--- src/rtl/snake_mover.sv ---
// snake_mover: snake body engine feeding the game-state FSM.
// Holds head/body cells on the grid and steps one cell per move_tick.
// Ports:
//   clk, reset               clock, async active-high reset
//   game_state[2:0]          0 Init,1 Basic,2 Invincible,3 Dead,4 Win
//   move_tick                one-cycle step strobe
//   dir_valid, dir_req[1:0]  direction request (0 up,1 right,2 down,3 left)
//   fruit/ifruit/poison/barrier _x,_y,_valid   item cells
//   rd_idx -> rd_x, rd_y, rd_valid             segment read port
//   head_x, head_y, length   current head and length
//   Touch*, fruit_eaten      one-cycle event pulses
//   Long_enough, countDown   win level, invincibility ticks left
module snake_mover #(
   parameter int GRID_W    = 8,
   parameter int GRID_H    = 8,
   parameter int MAX_LEN   = 16,
   parameter int WIN_LEN   = 10,
   parameter int INV_TICKS = 5,
   parameter int START_X   = 3,
   parameter int START_Y   = 3
) (
   input  logic       clk,
   input  logic       reset,
   input  logic [2:0] game_state,
   input  logic       move_tick,
   input  logic       dir_valid,
   input  logic [1:0] dir_req,
   input  logic [2:0] fruit_x,
   input  logic [2:0] fruit_y,
   input  logic       fruit_valid,
   input  logic [2:0] ifruit_x,
   input  logic [2:0] ifruit_y,
   input  logic       ifruit_valid,
   input  logic [2:0] poison_x,
   input  logic [2:0] poison_y,
   input  logic       poison_valid,
   input  logic [2:0] barrier_x,
   input  logic [2:0] barrier_y,
   input  logic       barrier_valid,
   input  logic [3:0] rd_idx,
   output logic [2:0] rd_x,
   output logic [2:0] rd_y,
   output logic       rd_valid,
   output logic [2:0] head_x,
   output logic [2:0] head_y,
   output logic [4:0] length,
   output logic       TouchEdge,
   output logic       TouchSelf,
   output logic       TouchPoison,
   output logic       Touchbarrier,
   output logic       Touch_I_Fruit,
   output logic       fruit_eaten,
   output logic       Long_enough,
   output logic [2:0] countDown
);

   localparam logic [3:0] GW   = 4'(GRID_W);
   localparam logic [3:0] GH   = 4'(GRID_H);
   localparam logic [4:0] MAXL = 5'(MAX_LEN);
   localparam logic [4:0] WINL = 5'(WIN_LEN);
   localparam logic [2:0] INV  = 3'(INV_TICKS);
   localparam logic [2:0] SX   = 3'(START_X);
   localparam logic [2:0] SY   = 3'(START_Y);
   localparam logic [1:0] RIGHT = 2'd1;

   logic [2:0] seg_x [MAX_LEN];
   logic [2:0] seg_y [MAX_LEN];
   logic [4:0] len;
   logic [1:0] dir;
   logic [1:0] pend;
   logic [2:0] cd;
   logic       p_edge, p_self, p_poison;
   logic       p_barrier, p_ifruit, p_fruit;

   // Next head from the registered head and the pending direction.
   // 4-bit math so that 0-1 wraps to 15 and lands outside the grid.
   logic [3:0] nx, ny;
   logic       off;

   always_comb begin
      nx = {1'b0, seg_x[0]};
      ny = {1'b0, seg_y[0]};
      unique case (pend)
         2'd0:    ny = ny - 4'd1;
         2'd1:    nx = nx + 4'd1;
         2'd2:    ny = ny + 4'd1;
         default: nx = nx - 4'd1;
      endcase
      off = (nx >= GW) || (ny >= GH);
   end

   logic grow, hit_i, hit_p, hit_b;

   assign grow  = fruit_valid && nx[2:0] == fruit_x
                  && ny[2:0] == fruit_y;
   assign hit_i = ifruit_valid && nx[2:0] == ifruit_x
                  && ny[2:0] == ifruit_y;
   assign hit_p = poison_valid && nx[2:0] == poison_x
                  && ny[2:0] == poison_y;
   assign hit_b = barrier_valid && nx[2:0] == barrier_x
                  && ny[2:0] == barrier_y;

   // The tail cell vacates on a plain move, so it only counts
   // as a collision when the snake grows this step.
   logic [4:0] lim;
   logic       self_hit;

   assign lim = grow ? len : len - 5'd1;

   always_comb begin
      self_hit = 1'b0;
      for (int i = 0; i < MAX_LEN; i++) begin
         if (5'(i) < lim && seg_x[i] == nx[2:0]
             && seg_y[i] == ny[2:0])
            self_hit = 1'b1;
      end
   end

   // Requests are screened against the direction in force after
   // this cycle: the pending one if a tick applies it now.
   logic [1:0] ref_dir;
   logic       dir_ok;
   logic       active;

   assign ref_dir = move_tick ? pend : dir;
   assign dir_ok  = dir_valid && (dir_req != (ref_dir ^ 2'd2));
   assign active  = (game_state == 3'd1) || (game_state == 3'd2);

   always_ff @(posedge clk or posedge reset) begin
      if (reset) begin
         for (int i = 0; i < MAX_LEN; i++) begin
            seg_x[i] <= 3'd0;
            seg_y[i] <= 3'd0;
         end
         seg_x[0] <= SX;
         seg_y[0] <= SY;
         seg_x[1] <= SX - 3'd1;
         seg_y[1] <= SY;
         seg_x[2] <= SX - 3'd2;
         seg_y[2] <= SY;
         len       <= 5'd3;
         dir       <= RIGHT;
         pend      <= RIGHT;
         cd        <= 3'd0;
         p_edge    <= 1'b0;
         p_self    <= 1'b0;
         p_poison  <= 1'b0;
         p_barrier <= 1'b0;
         p_ifruit  <= 1'b0;
         p_fruit   <= 1'b0;
      end else begin
         p_edge    <= 1'b0;
         p_self    <= 1'b0;
         p_poison  <= 1'b0;
         p_barrier <= 1'b0;
         p_ifruit  <= 1'b0;
         p_fruit   <= 1'b0;
         if (game_state == 3'd0) begin
            for (int i = 0; i < MAX_LEN; i++) begin
               seg_x[i] <= 3'd0;
               seg_y[i] <= 3'd0;
            end
            seg_x[0] <= SX;
            seg_y[0] <= SY;
            seg_x[1] <= SX - 3'd1;
            seg_y[1] <= SY;
            seg_x[2] <= SX - 3'd2;
            seg_y[2] <= SY;
            len  <= 5'd3;
            dir  <= RIGHT;
            pend <= RIGHT;
            cd   <= 3'd0;
         end else if (active) begin
            if (dir_ok)
               pend <= dir_req;
            if (move_tick) begin
               dir <= pend;
               if (off) begin
                  p_edge <= 1'b1;
               end else begin
                  for (int i = MAX_LEN - 1; i > 0; i--) begin
                     seg_x[i] <= seg_x[i-1];
                     seg_y[i] <= seg_y[i-1];
                  end
                  seg_x[0]  <= nx[2:0];
                  seg_y[0]  <= ny[2:0];
                  p_fruit   <= grow;
                  p_self    <= self_hit;
                  p_poison  <= hit_p;
                  p_barrier <= hit_b;
                  p_ifruit  <= hit_i;
                  if (grow && len < MAXL)
                     len <= len + 5'd1;
               end
               if (!off && hit_i)
                  cd <= INV;
               else if (game_state == 3'd2 && cd != 3'd0)
                  cd <= cd - 3'd1;
            end
         end
      end
   end

   assign head_x        = seg_x[0];
   assign head_y        = seg_y[0];
   assign length        = len;
   assign rd_x          = seg_x[rd_idx];
   assign rd_y          = seg_y[rd_idx];
   assign rd_valid      = {1'b0, rd_idx} < len;
   assign Long_enough   = len >= WINL;
   assign countDown     = cd;
   assign TouchEdge     = p_edge;
   assign TouchSelf     = p_self;
   assign TouchPoison   = p_poison;
   assign Touchbarrier  = p_barrier;
   assign Touch_I_Fruit = p_ifruit;
   assign fruit_eaten   = p_fruit;

endmodule

--- config.mk ---
export PLATFORM = sky130hd
export DESIGN_NAME = snake_mover
export DESIGN_NICKNAME = d
export VERILOG_FILES = /design/src/rtl/snake_mover.sv
export SDC_FILE = /design/constraint.sdc
export NUM_CORES = 1
export LEC_CHECK = 0
export CORE_MARGIN = 1
export CORE_UTILIZATION = 54
export DETAILED_ROUTE_END_ITERATION = 8
export GPL_ROUTABILITY_DRIVEN = 0
export PLACE_DENSITY_LB_ADDON = 0.05
export SKIP_LAST_GASP = 1
export SLEW_MARGIN = 25
export SYNTH_ARGS = -nofsm -noshare
export SYNTH_HDL_FRONTEND = slang
export SYNTH_SLANG_ARGS = --single-unit
--- constraint.sdc ---
create_clock -name clk -period 3.8 [get_ports clk]
set_clock_uncertainty 0.05 [all_clocks]
set_input_delay 0.38 -clock clk [delete_from_list [all_inputs] [get_ports clk]]
set_output_delay 0.38 -clock clk [all_outputs]
set_load 0.03 [all_outputs]
==> results of run 1 <==
[sequential cells by signal, indices dropped and copies added, names as in the netlist]
signal,count
head_y,3
seg_x,45
length,5
seg_y,45
TouchPoison,1
Touch_I_Fruit,1
fruit_eaten,1
dir,2
TouchEdge,1
Touchbarrier,1
TouchSelf,1
countDown,3
head_x,3
pend,2
[routing by layer]
metal  vias to the layer above  wire (µm)  global-route usage, %
met5                         -          0                      0
met4                         0        574                  11.24
met3                        46       1714                  6.822
met2                       295       9861                  45.48
met1                      3309       9759                  41.74
li1                       3191          -                      -
[per-stage QoR]
stage          hold WS, ns  setup TNS, ns  util [%]  power [mW]
6_report            0.3934              0     64.90       6.238
2_1_floorplan       0.4023              0         -       3.979
4_1_cts             0.4456              0     64.57       6.192
3_5_place_dp        0.4317              0     60.87       4.716
3_3_place_gp        0.4193              0     60.87       4.668
5_1_grt             0.4576       -0.02757     64.90       6.602
[cell usage in the layout (no fill, tap or decap), types with 3 or more instances in the layout]
| cell type | n |
|---|---|
| sky130_fd_sc_hd__nor2_1 | 18 |
| sky130_fd_sc_hd__clkinv_2 | 4 |
| sky130_fd_sc_hd__and3_1 | 5 |
| sky130_fd_sc_hd__xnor2_1 | 83 |
| sky130_fd_sc_hd__mux2i_1 | 7 |
| sky130_fd_sc_hd__o211ai_1 | 4 |
| sky130_fd_sc_hd__clkinvlp_4 | 4 |
| sky130_fd_sc_hd__dfrtp_1 | 100 |
| sky130_fd_sc_hd__or3_1 | 11 |
| sky130_fd_sc_hd__a2111oi_2 | 4 |
| sky130_fd_sc_hd__a21o_1 | 6 |
| sky130_fd_sc_hd__nor2b_1 | 4 |
| sky130_fd_sc_hd__a21oi_1 | 14 |
| sky130_fd_sc_hd__buf_12 | 3 |
| sky130_fd_sc_hd__o21ai_0 | 122 |
| sky130_fd_sc_hd__nor3_1 | 15 |
| sky130_fd_sc_hd__mux4_2 | 30 |
| sky130_fd_sc_hd__clkinv_4 | 4 |
| sky130_fd_sc_hd__inv_1 | 14 |
| sky130_fd_sc_hd__a211oi_1 | 3 |
| sky130_fd_sc_hd__nand2_1 | 199 |
| sky130_fd_sc_hd__nand3_1 | 17 |
| sky130_fd_sc_hd__clkdlybuf4s50_1 | 67 |
| sky130_fd_sc_hd__nor4_1 | 16 |
| sky130_fd_sc_hd__clkbuf_16 | 17 |
| sky130_fd_sc_hd__nand2b_1 | 4 |
| sky130_fd_sc_hd__ha_1 | 11 |
| sky130_fd_sc_hd__a31o_2 | 3 |
| sky130_fd_sc_hd__a31oi_1 | 8 |
| sky130_fd_sc_hd__xor2_1 | 32 |
| sky130_fd_sc_hd__o22ai_1 | 5 |
| sky130_fd_sc_hd__dfstp_2 | 14 |
| sky130_fd_sc_hd__o22a_1 | 3 |
| sky130_fd_sc_hd__nand4_1 | 6 |
| sky130_fd_sc_hd__and2_1 | 3 |
| sky130_fd_sc_hd__inv_6 | 4 |
| sky130_fd_sc_hd__buf_4 | 25 |
[synthesized netlist by cell type (7+ instances only)]
library cell	count
sky130_fd_sc_hd__nand2_1	199
sky130_fd_sc_hd__o21ai_0	122
sky130_fd_sc_hd__dfrtp_1	100
sky130_fd_sc_hd__xnor2_1	83
sky130_fd_sc_hd__clkbuf_1	40
sky130_fd_sc_hd__xor2_1	32
sky130_fd_sc_hd__mux4_2	30
sky130_fd_sc_hd__nor2_1	18
sky130_fd_sc_hd__nand3_1	17
sky130_fd_sc_hd__nor4_1	16
sky130_fd_sc_hd__inv_1	15
sky130_fd_sc_hd__nor3_1	15
sky130_fd_sc_hd__a21oi_1	14
sky130_fd_sc_hd__dfstp_2	14
sky130_fd_sc_hd__buf_2	13
sky130_fd_sc_hd__buf_4	12
sky130_fd_sc_hd__or3_1	12
sky130_fd_sc_hd__ha_1	11
sky130_fd_sc_hd__a31oi_1	8
sky130_fd_sc_hd__mux2i_1	7
[layout make-up]
type,instances,share of cell area [%]
Multi-Input combinational cell,684,50.92
Sequential cell,114,30.43
Timing Repair Buffer,96,9.789
Clock buffer,17,4.510
Tap cell,184,2.441
Clock inverter,15,1.181
Inverter,17,0.7295
[worst min path at each step]
stage | depth (start not counted) | slack (ns) | to
after global placement | 2 | 0.42 | seg_y[39]
final | 2 | 0.39 | seg_y[18]
after CTS | 2 | 0.45 | seg_y[39]
after floorplan | 2 | 0.40 | seg_y[39]
after global routing | 2 | 0.46 | seg_y[39]
after detailed placement | 2 | 0.43 | seg_y[39]
[critical path, delay by kind of cell, from the launching register on]
kind,cells,cell delay [ns]
buffers and inverters,3,0.28
xor gates and xnor gates,1,0.39
adders and majority gates,1,0.43
AOI/OAI and AO/OA,6,1.28
DFF,1,0.63
and+or+nand+nor,2,0.42
[power groups by stage]
stage	Combinational [mW]	Clock [mW]	Sequential, mW
2_1_floorplan	2.42	0	1.56
3_3_place_gp	3.05	0	1.62
3_5_place_dp	3.09	0	1.62
4_1_cts	3.11	1.48	1.60
5_1_grt	3.44	1.53	1.63
6_report	3.17	1.46	1.61
[cells by family after synthesis]
group	after synthesis	synth area share [%]
XOR/XNOR	120	13.87
adder cells (fa/ha/maj)	13	2.206
AO/OA/AOI/OAI	203	16.03
flip-flops	114	35.63
multiplexers	40	9.863
buffers and inverters	89	5.203
AND/OR/NAND/NOR	308	17.19
[timing repair]
action,in CTS,in global routing
buffers inserted,0,2
setup endpoints to repair,0,1
resized for setup,0,6
==> results.md, run 1 <==
CTS:
- The CTS tree is built.
- In this run the deepest clock path goes through 2 buffers.
- The number of buffers created by CTS is 17.
- For this design, the sink count on the clock tree is 114.
- After clock tree synthesis, the clock-pin slew on the worst setup and hold paths is 0.06 ns.
- The clock network latency to the later pin of the worst-skew pair is 0.43 ns.
- The library cell used as clock root buffer is sky130_fd_sc_hd__clkbuf_16.
- Hold repair after CTS inserted 0 buffers.
- In this run the number of H-tree levels came out at 4.

Synthesis:
- The primary flip-flop cell chosen by synthesis mapping is sky130_fd_sc_hd__dfrtp_1.
- Sorting the synthesized cells by area gives the leading types as sky130_fd_sc_hd__dfrtp_1 (31%), sky130_fd_sc_hd__nand2_1 (9.3%), sky130_fd_sc_hd__xnor2_1 (9.0%).
- Counting every net in the synthesized netlist gives 941.
- Summing every instance area after synthesis gives 0.008055 mm².
- The post-synthesis cell count is 887.
- The Yosys step of the flow raised 0 warnings.
- The synthesized design contains 0 enable-type register cells.
- The proportion of netlist area held by the largest area contributor is 31.07%.
- The count of state elements after synthesis is 114.
- The cell taking the most area after synthesis is sky130_fd_sc_hd__dfrtp_1.
- The mean instance size in the synthesized netlist is 9.081 µm².
- For this run, the register share of the synthesized area comes to 35.63%.
- The async set or reset register ratio after synthesis is 100.0%.
- After synthesis, the netlist uses 79 different library cells.

Run status:
- The run finished with clean final reports.

Timing:
- Timing would allow up to 0.2738 GHz.
- The number of hold violations in the final report is 0.
- The number of slew-limit violations in the final report is 0.
- Measured against its own limit, the worst slew margin works out to 40.87%.
- The final worst setup slack is 0.1471 ns.
- Setup violations remaining at the end of the flow were counted as 0.
- The actual slew at the worst max-slew pin is 0.8870 ns.
- The time the final worst path needs with I/O delays and setup is 3.653 ns.
- The post-route clock period utilization is 96.13%.

Global routing:
- The first global-routing pass estimated 34330 µm of wire.
- The largest net degree at the start of global routing is 173.
- The number of global-route vias before repair came to 6399.
- The initial antenna violation count was 0.
- The overflow left after global routing is 0.
- The overall global routing resource usage is 29.97%.

Pwr:
- Dividing total power by cell area gives a power density of 661.3 mW/mm².
- The combinational cell fraction of total power is 50.8%.
- Summed over all cells, the static leakage comes to 3.719 nW.
- The internal power contribution is 3.582 mW.
- The net switching power of the design is 2.655 mW.
- The fraction of power spent switching nets is 42.57%.
- The peak supply drop is 0.0003654 V.
- The sequential share of power is 25.8%.
- Of the total power, the clock network draws 23.4%.

Setup path:
- The maximum cell stage delay along the critical path is 0.63 ns.
- The startpoint class of the critical path is a register.
- For the worst setup path, the data arrival time is 3.89 ns.
- In this run the worst setup path terminates at TouchSelf.
- The end of the worst register-to-register path is TouchSelf.
- The category of the most critical setup path is reg -> reg.
- The maximum net fanout on the critical path is 7.
- The number of cells traversed by the worst register-to-register path is 13.
- The startpoint of the worst setup timing path is pend[0].
- Data on the critical path is required at its endpoint by 4.03 ns.
- The origin of the critical flop-to-flop path is pend[0].
- The critical path goes through inv_2 -> nand2_1 -> inv_1 -> fa_1 -> xnor3_1 -> nor4_4 -> a41o_1 -> a21oi_1 -> o32ai_2 -> buf_4 -> o221ai_1 -> a2111oi_2 -> a31oi_1.
- Across all register-to-register paths, the minimum setup slack is 0.15 ns.
- The kind of end point of the critical path is a register.
- The critical-path cell with the highest stage delay is sky130_fd_sc_hd__dfstp_2.

Final layout:
- The number of diodes added for antenna fixing is 0.
- After routing the design area is 0.009433 mm².
- The area growth from synthesis to layout is 17.10%.
- For this run, the number of standard cells in the final layout without fillers is 1127.
- Registers take 0.002870 mm².
- In the final design database the tool counted 984 nets.
- The multi-input gate area in the final layout is 0.004803 mm².
- After filler insertion, the fill cell instance count of the layout stands at 1160.
- The ratio of cells with drive above 1 in the final layout is 14.95%.

Min path:
- The path type of the worst min-delay path is in -> async.

Place:
- The number of buffers added on ports is 68.
- The placed instance count is 1093.
- After legalization and detailed placement, the total HPWL measured 15630 µm.
- Once placement finished, the instance area stood at 0.008847 mm².
- The minimum setup slack after placement is 0.1706 ns.

Drt:
- In this run the remaining antenna-violating nets after routing total 0.
- The residual DRC count is 0.
- The final route contains 6841 vias.
- The number of detailed-route iterations in the first pass is 8.
- The total wirelength of the detailed-routed design is 21910 µm.
- In this run, the number of DRC markers left after iteration 0 of detailed routing was 614.
- Dividing the detail-routed via count by the number of cells gives 6.070.
- Dividing the detail-routed wire length by the instance count gives 19.44 µm.

Run:
- Max-cap violations in this run came to 0.

Floorplanning:
- The starting density of the core is 55.42%.
- During I/O placement, the number of pins put on the boundary was 69.
- The floorplan step set the die height to 124.1 µm.
- The placeable core area is 0.01453 mm².
- The die is 124.1 µm wide.
- The floorplan has 44 rows.
- The total die area is 0.01541 mm².
(Power assumes the default switching activity.)
==> inputs of run 2 (changes only) <==
--- a/config.mk
+++ b/config.mk
@@ -15,3 +15,4 @@
 export SYNTH_ARGS = -nofsm -noshare
 export SYNTH_HDL_FRONTEND = slang
 export SYNTH_SLANG_ARGS = --single-unit
+export TNS_END_PERCENT = 50
==> results of run 2 <==
Same layout as run 1: the final DEF is identical, and so are final timing and power.
